### src/rtl/mem_pkg.sv
// Shared encodings for the MEM-stage data memory responder and its lane aligner.
package mem_pkg;

    localparam logic [1:0] SZ_BYTE = 2'b00;
    localparam logic [1:0] SZ_HALF = 2'b01;
    localparam logic [1:0] SZ_WORD = 2'b10;

    localparam int unsigned CNT_W = 4;

    typedef enum logic [1:0] {
        ST_IDLE = 2'b00,
        ST_WAIT = 2'b01,
        ST_RESP = 2'b10
    } state_t;

endpackage

### src/rtl/data_mem_responder_if.sv
// Request/response bus between the EX address path (master) and the data memory (slave).
interface data_mem_responder_if;

    logic        req_valid;
    logic        req_ready;
    logic        req_write;
    logic [1:0]  req_size;
    logic [31:0] req_addr;
    logic [31:0] req_wdata;
    logic        resp_valid;
    logic [31:0] resp_rdata;
    logic        resp_fault;

    modport master (
        output req_valid, req_write, req_size, req_addr, req_wdata,
        input  req_ready, resp_valid, resp_rdata, resp_fault
    );

    modport slave (
        input  req_valid, req_write, req_size, req_addr, req_wdata,
        output req_ready, resp_valid, resp_rdata, resp_fault
    );

endinterface

### src/rtl/mem_lane_align.sv
// Big-endian lane steering: load extraction, store lane placement, byte enables, alignment check.
module mem_lane_align
    import mem_pkg::*;
(
    input  logic [1:0]  size,
    input  logic [1:0]  addr_lo,
    input  logic [31:0] rword,
    input  logic [31:0] wdata,
    output logic [31:0] load_word,
    output logic [3:0]  be,
    output logic [31:0] wword,
    output logic        align_fault
);

    // be[i] selects byte offset i, which lives in rword/wword bits 31-8*i -: 8
    always_comb begin
        load_word   = '0;
        be          = '0;
        wword       = '0;
        align_fault = 1'b0;
        case (size)
            SZ_BYTE: begin
                case (addr_lo)
                    2'd0:    load_word = {24'h0, rword[31:24]};
                    2'd1:    load_word = {24'h0, rword[23:16]};
                    2'd2:    load_word = {24'h0, rword[15:8]};
                    default: load_word = {24'h0, rword[7:0]};
                endcase
                be    = 4'b0001 << addr_lo;
                wword = {4{wdata[7:0]}};
            end
            SZ_HALF: begin
                align_fault = addr_lo[0];
                load_word   = addr_lo[1] ? {16'h0, rword[15:0]} : {16'h0, rword[31:16]};
                be          = addr_lo[1] ? 4'b1100 : 4'b0011;
                wword       = {2{wdata[15:0]}};
            end
            SZ_WORD: begin
                align_fault = (addr_lo != 2'b00);
                load_word   = rword;
                be          = 4'b1111;
                wword       = wdata;
            end
            default: align_fault = 1'b1;
        endcase
    end

endmodule

### src/rtl/data_mem_responder.sv
// Multi-cycle byte-addressed data memory: one request at a time, programmable wait, one response pulse.
module data_mem_responder
    import mem_pkg::*;
#(
    parameter int unsigned ADDR_W      = 8,
    parameter int unsigned WAIT_CYCLES = 2
) (
    input  logic               clk,
    input  logic               reset,
    data_mem_responder_if.slave bus,
    output logic               busy
);

    localparam int unsigned DEPTH = 1 << ADDR_W;

    logic [7:0]       mem [DEPTH];
    state_t           state;
    logic [CNT_W-1:0] cnt;
    logic             lat_write;
    logic [1:0]       lat_size;
    logic [31:0]      lat_addr;
    logic [31:0]      lat_wdata;

    logic [ADDR_W-1:0] base;
    logic [31:0]       rword;
    logic [31:0]       load_word;
    logic [3:0]        be;
    logic [31:0]       wword;
    logic              align_fault;
    logic              range_fault;
    logic              fault;
    logic              do_access;

    assign base        = {lat_addr[ADDR_W-1:2], 2'b00};
    assign rword       = {mem[base], mem[base | ADDR_W'(1)],
                          mem[base | ADDR_W'(2)], mem[base | ADDR_W'(3)]};
    assign range_fault = ((lat_addr >> ADDR_W) != 32'h0);
    assign fault       = align_fault | range_fault;
    assign do_access   = (state == ST_WAIT) && (cnt == '0);

    mem_lane_align u_align (
        .size        (lat_size),
        .addr_lo     (lat_addr[1:0]),
        .rword       (rword),
        .wdata       (lat_wdata),
        .load_word   (load_word),
        .be          (be),
        .wword       (wword),
        .align_fault (align_fault)
    );

    // Array write happens only on the access edge; reset on that edge suppresses it
    always_ff @(posedge clk) begin
        if (!reset && do_access && lat_write && !fault) begin
            for (int i = 0; i < 4; i++) begin
                if (be[i]) mem[base | ADDR_W'(i)] <= wword[31-8*i -: 8];
            end
        end
    end

    always_ff @(posedge clk) begin
        if (reset) begin
            state          <= ST_IDLE;
            cnt            <= '0;
            lat_write      <= 1'b0;
            lat_size       <= SZ_BYTE;
            lat_addr       <= '0;
            lat_wdata      <= '0;
            bus.req_ready  <= 1'b1;
            bus.resp_valid <= 1'b0;
            bus.resp_rdata <= '0;
            bus.resp_fault <= 1'b0;
            busy           <= 1'b0;
        end else begin
            case (state)
                ST_IDLE: begin
                    if (bus.req_valid) begin
                        lat_write     <= bus.req_write;
                        lat_size      <= bus.req_size;
                        lat_addr      <= bus.req_addr;
                        lat_wdata     <= bus.req_wdata;
                        cnt           <= CNT_W'(WAIT_CYCLES);
                        state         <= ST_WAIT;
                        bus.req_ready <= 1'b0;
                        busy          <= 1'b1;
                    end
                end
                ST_WAIT: begin
                    if (cnt != '0) begin
                        cnt <= cnt - CNT_W'(1);
                    end else begin
                        bus.resp_rdata <= (fault || lat_write) ? 32'h0 : load_word;
                        bus.resp_fault <= fault;
                        bus.resp_valid <= 1'b1;
                        state          <= ST_RESP;
                    end
                end
                ST_RESP: begin
                    bus.resp_valid <= 1'b0;
                    bus.req_ready  <= 1'b1;
                    busy           <= 1'b0;
                    state          <= ST_IDLE;
                end
                default: begin
                    state          <= ST_IDLE;
                    bus.resp_valid <= 1'b0;
                    bus.req_ready  <= 1'b1;
                    busy           <= 1'b0;
                end
            endcase
        end
    end

endmodule
### src/flat_wrapper.sv
// flat-port wrapper written by rule: the top's interface ports become plain ports
module data_mem_responder_flat import mem_pkg::*;
#(
    parameter int unsigned ADDR_W      = 8,
    parameter int unsigned WAIT_CYCLES = 2
)
  (clk, reset, busy, bus_req_valid, bus_req_write, bus_req_size, bus_req_addr, bus_req_wdata, bus_req_ready, bus_resp_valid, bus_resp_rdata, bus_resp_fault);
  data_mem_responder_if bus_i ();
  input  logic clk;
  input  logic reset;
  output logic busy;
  input wire logic [$bits(bus_i.req_valid)-1:0] bus_req_valid;
  input wire logic [$bits(bus_i.req_write)-1:0] bus_req_write;
  input wire logic [$bits(bus_i.req_size)-1:0] bus_req_size;
  input wire logic [$bits(bus_i.req_addr)-1:0] bus_req_addr;
  input wire logic [$bits(bus_i.req_wdata)-1:0] bus_req_wdata;
  output wire logic [$bits(bus_i.req_ready)-1:0] bus_req_ready;
  output wire logic [$bits(bus_i.resp_valid)-1:0] bus_resp_valid;
  output wire logic [$bits(bus_i.resp_rdata)-1:0] bus_resp_rdata;
  output wire logic [$bits(bus_i.resp_fault)-1:0] bus_resp_fault;
  assign bus_i.req_valid = bus_req_valid;
  assign bus_i.req_write = bus_req_write;
  assign bus_i.req_size = bus_req_size;
  assign bus_i.req_addr = bus_req_addr;
  assign bus_i.req_wdata = bus_req_wdata;
  assign bus_req_ready = bus_i.req_ready;
  assign bus_resp_valid = bus_i.resp_valid;
  assign bus_resp_rdata = bus_i.resp_rdata;
  assign bus_resp_fault = bus_i.resp_fault;
  data_mem_responder #(.ADDR_W(ADDR_W), .WAIT_CYCLES(WAIT_CYCLES)) u_core (.clk(clk), .reset(reset), .bus(bus_i), .busy(busy));
endmodule
### config.mk
export PLATFORM = sky130hd
export DESIGN_NAME = data_mem_responder_flat
export DESIGN_NICKNAME = d
export VERILOG_FILES = /design/src/rtl/mem_pkg.sv /design/src/rtl/data_mem_responder_if.sv /design/src/rtl/mem_lane_align.sv /design/src/rtl/data_mem_responder.sv /design/src/flat_wrapper.sv
export SDC_FILE = /design/constraint.sdc
export NUM_CORES = 2
export LEC_CHECK = 0
export CAP_MARGIN = 0
export CELL_PAD_IN_SITES_DETAIL_PLACEMENT = 1
export CELL_PAD_IN_SITES_GLOBAL_PLACEMENT = 2
export CORE_AREA = 5 5 537 539
export CTS_BUF_LIST = sky130_fd_sc_hd__clkbuf_8
export DETAILED_ROUTE_END_ITERATION = 7
export DIE_AREA = 0 0 542 544
export GPL_ROUTABILITY_DRIVEN = 0
export PLACE_DENSITY = 0.53
export SLEW_MARGIN = 20
export SYNTH_ARGS = -nofsm -noshare
export SYNTH_HDL_FRONTEND = slang
export SYNTH_SLANG_ARGS = --single-unit
### constraint.sdc
create_clock -name clk -period 10.6 [get_ports clk]
set_clock_uncertainty 0.2 [all_clocks]
set_input_delay 1.59 -clock clk [delete_from_list [all_inputs] [get_ports clk]]
set_output_delay 1.59 -clock clk [all_outputs]
set_load 0.01 [all_outputs]
# Yosys cells after proc, flatten, opt, wreduce, memory -nomap -nowiden
# Memories as Yosys holds them, arrays and structs flattened. A register that Yosys moved wholly into a read port is not among the register bits.
# Index checks and enable logic that the tools add are counted.
op_classes:
  add_sub_neg: 1
  eq_ne: 8
  shift: 1
  n_mux: 40
  bitwise: 4
  reduce_logical: 21
ops:
  columns: ["cell", "n"]
  rows:
  - ["one-hot mux 32 bit (3 select lines)", 2]
  - ["2-to-1 mux 8 bit", 8]
  - ["2-to-1 mux 32 bit", 1]
  - ["nonzero test 32 bit", 1]
  - ["one-hot mux 8 bit (3 select lines)", 1]
  - ["2-to-1 mux 16 bit", 1]
  - ["2-to-1 mux 1 bit", 15]
  - ["2-to-1 mux 4 bit", 3]
  - ["one-hot mux 4 bit (3 select lines)", 1]
  - ["AND reduction 2 bit", 5]
  - ["one-hot mux 4 bit (2 select lines)", 1]
  - ["== test 2 x 1 -> 1 bit (second input constant)", 3]
  - ["zero test 2 bit", 3]
  - ["inequality test 2 bit (second input constant)", 3]
  - ["one-hot mux 1 bit (2 select lines)", 3]
  - ["== test 2 bit (second input constant)", 2]
  - ["logical AND 1 bit", 4]
  - ["zero test 4 bit", 1]
  - ["2-to-1 mux 2 bit", 2]
  - ["one-hot mux 2 bit (2 select lines)", 1]
  - ["nonzero test 2 bit", 2]
  - ["nonzero test 4 bit", 1]
  - ["left shift 1 x 2 -> 4 bit (first input constant)", 1]
  - ["subtractor 4 x 1 -> 4 bit (second input constant)", 1]
  - ["other kinds (6)", 9]
word_totals:
  ff_bits: 109
  ramBits: 2048
  input_bits: 70
  output_inout_bits: 36
  word_cells: 87
  mem_count: 1
memory_table:
  columns: ["name", "depth", "width", "read_ports", "rd_clocked_by_memory_dff", "write_ports", "line_no", "text"]
  rows:
  - ["u_core.mem", 256, 8, 4, 4, 4, "data_mem_responder.sv:16", "logic [7:0] mem [DEPTH];"]

# Depth between registers and ports, before layout
depth:
  ltp_word: 7
  depth_mapped: 13
  depth_no_buf: 9

# Modules after synthesis
# A second synthesis with hierarchy kept.
unflattened:
  cells_unflattened: 4422
  hier_area_um2: 84255.8
by_module_without_submodules:
  columns: ["module", "instances", "cells_each", "area_each_um2", "seq_area_each_um2"]
  rows:
  - ["data_mem_responder", 1, 4271, 83344.9, 63801.2]
  - ["mem_lane_align", 1, 151, 910.9, 0.0]

# Worst setup path after synthesis
# OpenSTA, ideal clock, no wires.
synth_path:
  path_kind: "reg2reg"
  startpoint: "reg u_core.lat_size[1]"
  endpoint: "mem u_core.mem[101][6], data pin"
  setup_ns: 0.702
  t_arrival_ns: 3.473
  required_ns: 9.698
  path_slack_ns: 6.226
  path_stages_with_launch: 5
  n_path_buf: 3
  synth_period_minus_slack_ns: 4.374
  cell_sequence: "dfxtp_1 > clkbuf_1 > clkbuf_1 > buf_1 > o21ai_0"
synth_rtl:
  columns: ["item", "line_no", "text"]
  rows:
  - ["start, declared", "data_mem_responder.sv:20", "logic [1:0] lat_size;"]
  - ["start signal, assigned", "data_mem_responder.sv:79", "lat_size <= bus.req_size;"]
  - ["end, declared", "data_mem_responder.sv:16", null]

==> metrics <==
Final Non-Filler Cells 8673; top post-synthesis cells by area edfxtp_1 73%, mux4_2 12%, dfxtp_1 2.7%, mux2i_1 2.2%, nor2_1 1.5%; Pre-antenna DRT Iters 5; number of global-route vias before repair 47359; final setup fails 0; number of synthesized flops with an enable pin 2048; Hold Buf Count CTS 0; DP HPWL 195000 um; cts repair resizes 0; clk sink count 2163; crit path kind register to register; Simple-Gate Fraction of Synth Area 3.59%; Async SR Flop Fraction 0%; CP max stage delay 0.86 ns; CP max FO 97; Synth Cell Area 0.0843 mm2; antenna violations before repair 23; RSZ-0062 raised after global routing false; Worst-Margin Slew 1.25 ns; Die Span Y 544 um; crit share post-route 49.9%; crit path launch type register; Die X 542 um; DR vias 45672; # Max-Cap Violations 0; Worst-Skew Late Latency 1.04 ns; num ports 106; Synth Area in XOR/XNOR 0.0208%; fin. max-slew vios 0; largest net degree at the start of global routing 98; Yosys cell types 81; worst vdd ir 0.0910 mV; Post-Synthesis Net Count 4322; root buf cell clkbuf_8; vias per cell 5.27; I/O Buffers 105; Post-Place Cell Area 0.0902 mm2; WP data required 11.31 ns; wire per inst 35.2 um; WP buf/inv 2; gr usage total 20.2%; ys flop type edfxtp_1; Fillers 28290; area of the multi-input gates 0.0194 mm2; share of cells above drive strength 1 24.1%; slew margin rel. 15.7%; Syn Inst Count 4250; clk buf depth 4; Top cell by count, worst path a21oi_1; Cell Chain, Critical Path buf_4 > buf_12 > mux4_2 > mux2i_1 > o32ai_1 > a221oi_1 > a21oi_1 > a21oi_1 > o21ai_1; Setup WS post-layout 5.31 ns; Num CTS Buffers 378; Rows 196; Fmax achieved 189 MHz; status complete, no violations; CP Capture Type register; Setup WS pre-CTS 5.37 ns; storage element area 0.0638 mm2; CP delay by family, top compound AO/OA/AOI/OAI gates; Mean Syn Cell Area 19.8 um2; Nets 4698; residual DRC count 0; Leak 29.9 nW; TNS Setup 0 ns; CTS tree built; Pwr Total 18.2 mW; Routed Antenna Nets 0; worst min-delay path class register to register; main combinational cell family by area after synthesis multiplexers; slowest stage cell, crit path a221oi_1; fin crit period 5.29 ns; CTS clk-pin slew, worst paths 0.06 ns; # placed instances 8008; H-tree depth 5; DRT iter0 DRCs 4942; Initial Utilization 29.7%; complex-gate fraction of the synthesized area 3.96%; register area share after synthesis 75.7%; mux cell area share after synthesis 14.9%; Finished Cell Area 0.0969 mm2; Fin. Hold Viols 0; cell area power density 188 mW/mm2; Yosys reg bits 2163; first-pass GRT wire length 413000 um; drt total wl 305000 um; Yosys warnings 0; Synth top area share 73.0%; post-synth top area cell edfxtp_1; die area 0.295 mm2; overflow left after global routing 0; core region area 0.283 mm2; setup bufs post-CTS 0; CP Data Arrival Time 6.00 ns; Area growth syn-to-layout 15.0%; Synth Area in Adders 0.0297%
final cells by class:
cell class                      instances  share of cell area, %
Clock inverter                        262                   1.28
Sequential cell                      2163                   65.8
Timing Repair Buffer                  251                   2.30
Inverter                               19                 0.0761
Antenna cell                            7                 0.0181
Tap cell                             3762                   4.86
Clock buffer                          396                   5.62
Multi-Input combinational cell       1813                   20.0
routing by layer:
layer	track usage [%]	wire (um)	part of all wire [%]	vias up
met2	32.5	143000	47	1754
met3	3.31	18400	6.0	429
li1	-	-	-	18319
met4	7.20	11200	3.7	10
met1	27.9	132000	43	25160
met5	0	80	0.026	-
stage by stage:
step,hold slack (ns),util [%]
finish,0.274,34.2
global route,0.292,34.2
CTS,0.284,34.2
detailed placement,0.267,31.8
global placement,0.255,31.8
floorplan,0.249,-
cells by family after synthesis:
kind of cell / Yosys count
buffers and inverters: 274
AO/OA/AOI/OAI: 456
adder cells (fa/ha/maj): 2
AND/OR/NAND/NOR: 680
multiplexers: 673
flip-flops: 2163
XOR/XNOR: 2
cells in the final DEF, fill, tap and decap left out, types with 8 or more instances in the layout:
cell type	instances
a211oi_1	10
a21o_2	16
a21oi_1	60
a21oi_4	8
a221oi_1	23
a22o_1	82
a22oi_1	105
a32oi_1	13
and3_1	10
buf_4	139
clkbuf_8	396
clkdlybuf4s50_1	104
clkinv_1	78
clkinv_2	33
dfxtp_1	107
edfxtp_1	2048
inv_1	147
mux2_2	20
mux2i_1	187
mux4_2	466
nand2_1	162
nand2b_1	11
nand3_1	41
nand4_1	14
nor2_1	306
nor2_2	25
nor3_1	21
nor3b_1	10
nor4_1	10
o211ai_1	18
o21ai_0	23
o21ai_1	10
o21ai_4	11
o221ai_1	9
o22ai_1	19
worst paths after layout:
| check | slack, ns | to | from | cells past startpoint |
|---|---|---|---|---|
| setup / recovery | 5.31 | u_core.bus.resp_rdata[6] | register | 9 |
| hold reg to reg | 0.27 | u_core.bus.req_ready | u_core.bus.req_ready | 2 |
| hold / removal | 0.27 | u_core.bus.req_ready | u_core.bus.req_ready | 2 |
| setup reg to reg | 5.31 | u_core.bus.resp_rdata[6] | register | 9 |
where the power goes:
part,total [mW],switching [mW],internal (mW)
clock,7.03,3.47,3.56
combinational,1.65,1.15,0.497
sequential,9.56,0.0483,9.51
tightest hold or removal path: cells and delay by family, from the launching register on:
family / cells / cell delay (ns)
DFF: 1 / 0.33
and+or+nand+nor: 2 / 0.12
state kept, by name, summed over array words and instances (netlist names), named ones only:
| name | count |
|---|---|
| u_core.bus.req_ready | 1 |
| u_core.bus.resp_fault | 1 |
| u_core.bus.resp_rdata | 32 |
| u_core.bus.resp_valid | 1 |
| u_core.busy | 1 |
| u_core.cnt | 4 |
| u_core.lat_addr | 32 |
| u_core.lat_size | 2 |
| u_core.lat_wdata | 32 |
| u_core.lat_write | 1 |
| u_core.mem | 2048 |
| u_core.state | 2 |
Yosys cell counts, drive strengths merged, types with 4 or more instances:
cell type and instances:
a31oi 6, or2 4, nor2b 16, mux4 466
o21ai 44, and3 10, buf 160, and2 9
nand4 14, nand2 162, nand3b 4, a21o 16
nand3 41, nand2b 11, a211oi 11, o211ai 18
a32oi 13, a221oi 23, nor4 10, o22ai 19
edfxtp 2048, and3b 6, a21oi 68, a22o 82
o32ai 4, nor3 24, o2111ai 4, o31ai 4
a21boi 5, nor2 335, a22oi 105, dfxtp 115
mux2 20, o221ai 9, mux2i 187, nor4bb 4
inv 18, clkbuf 95, nor3b 11
Power figures use the tool's default switching activity.
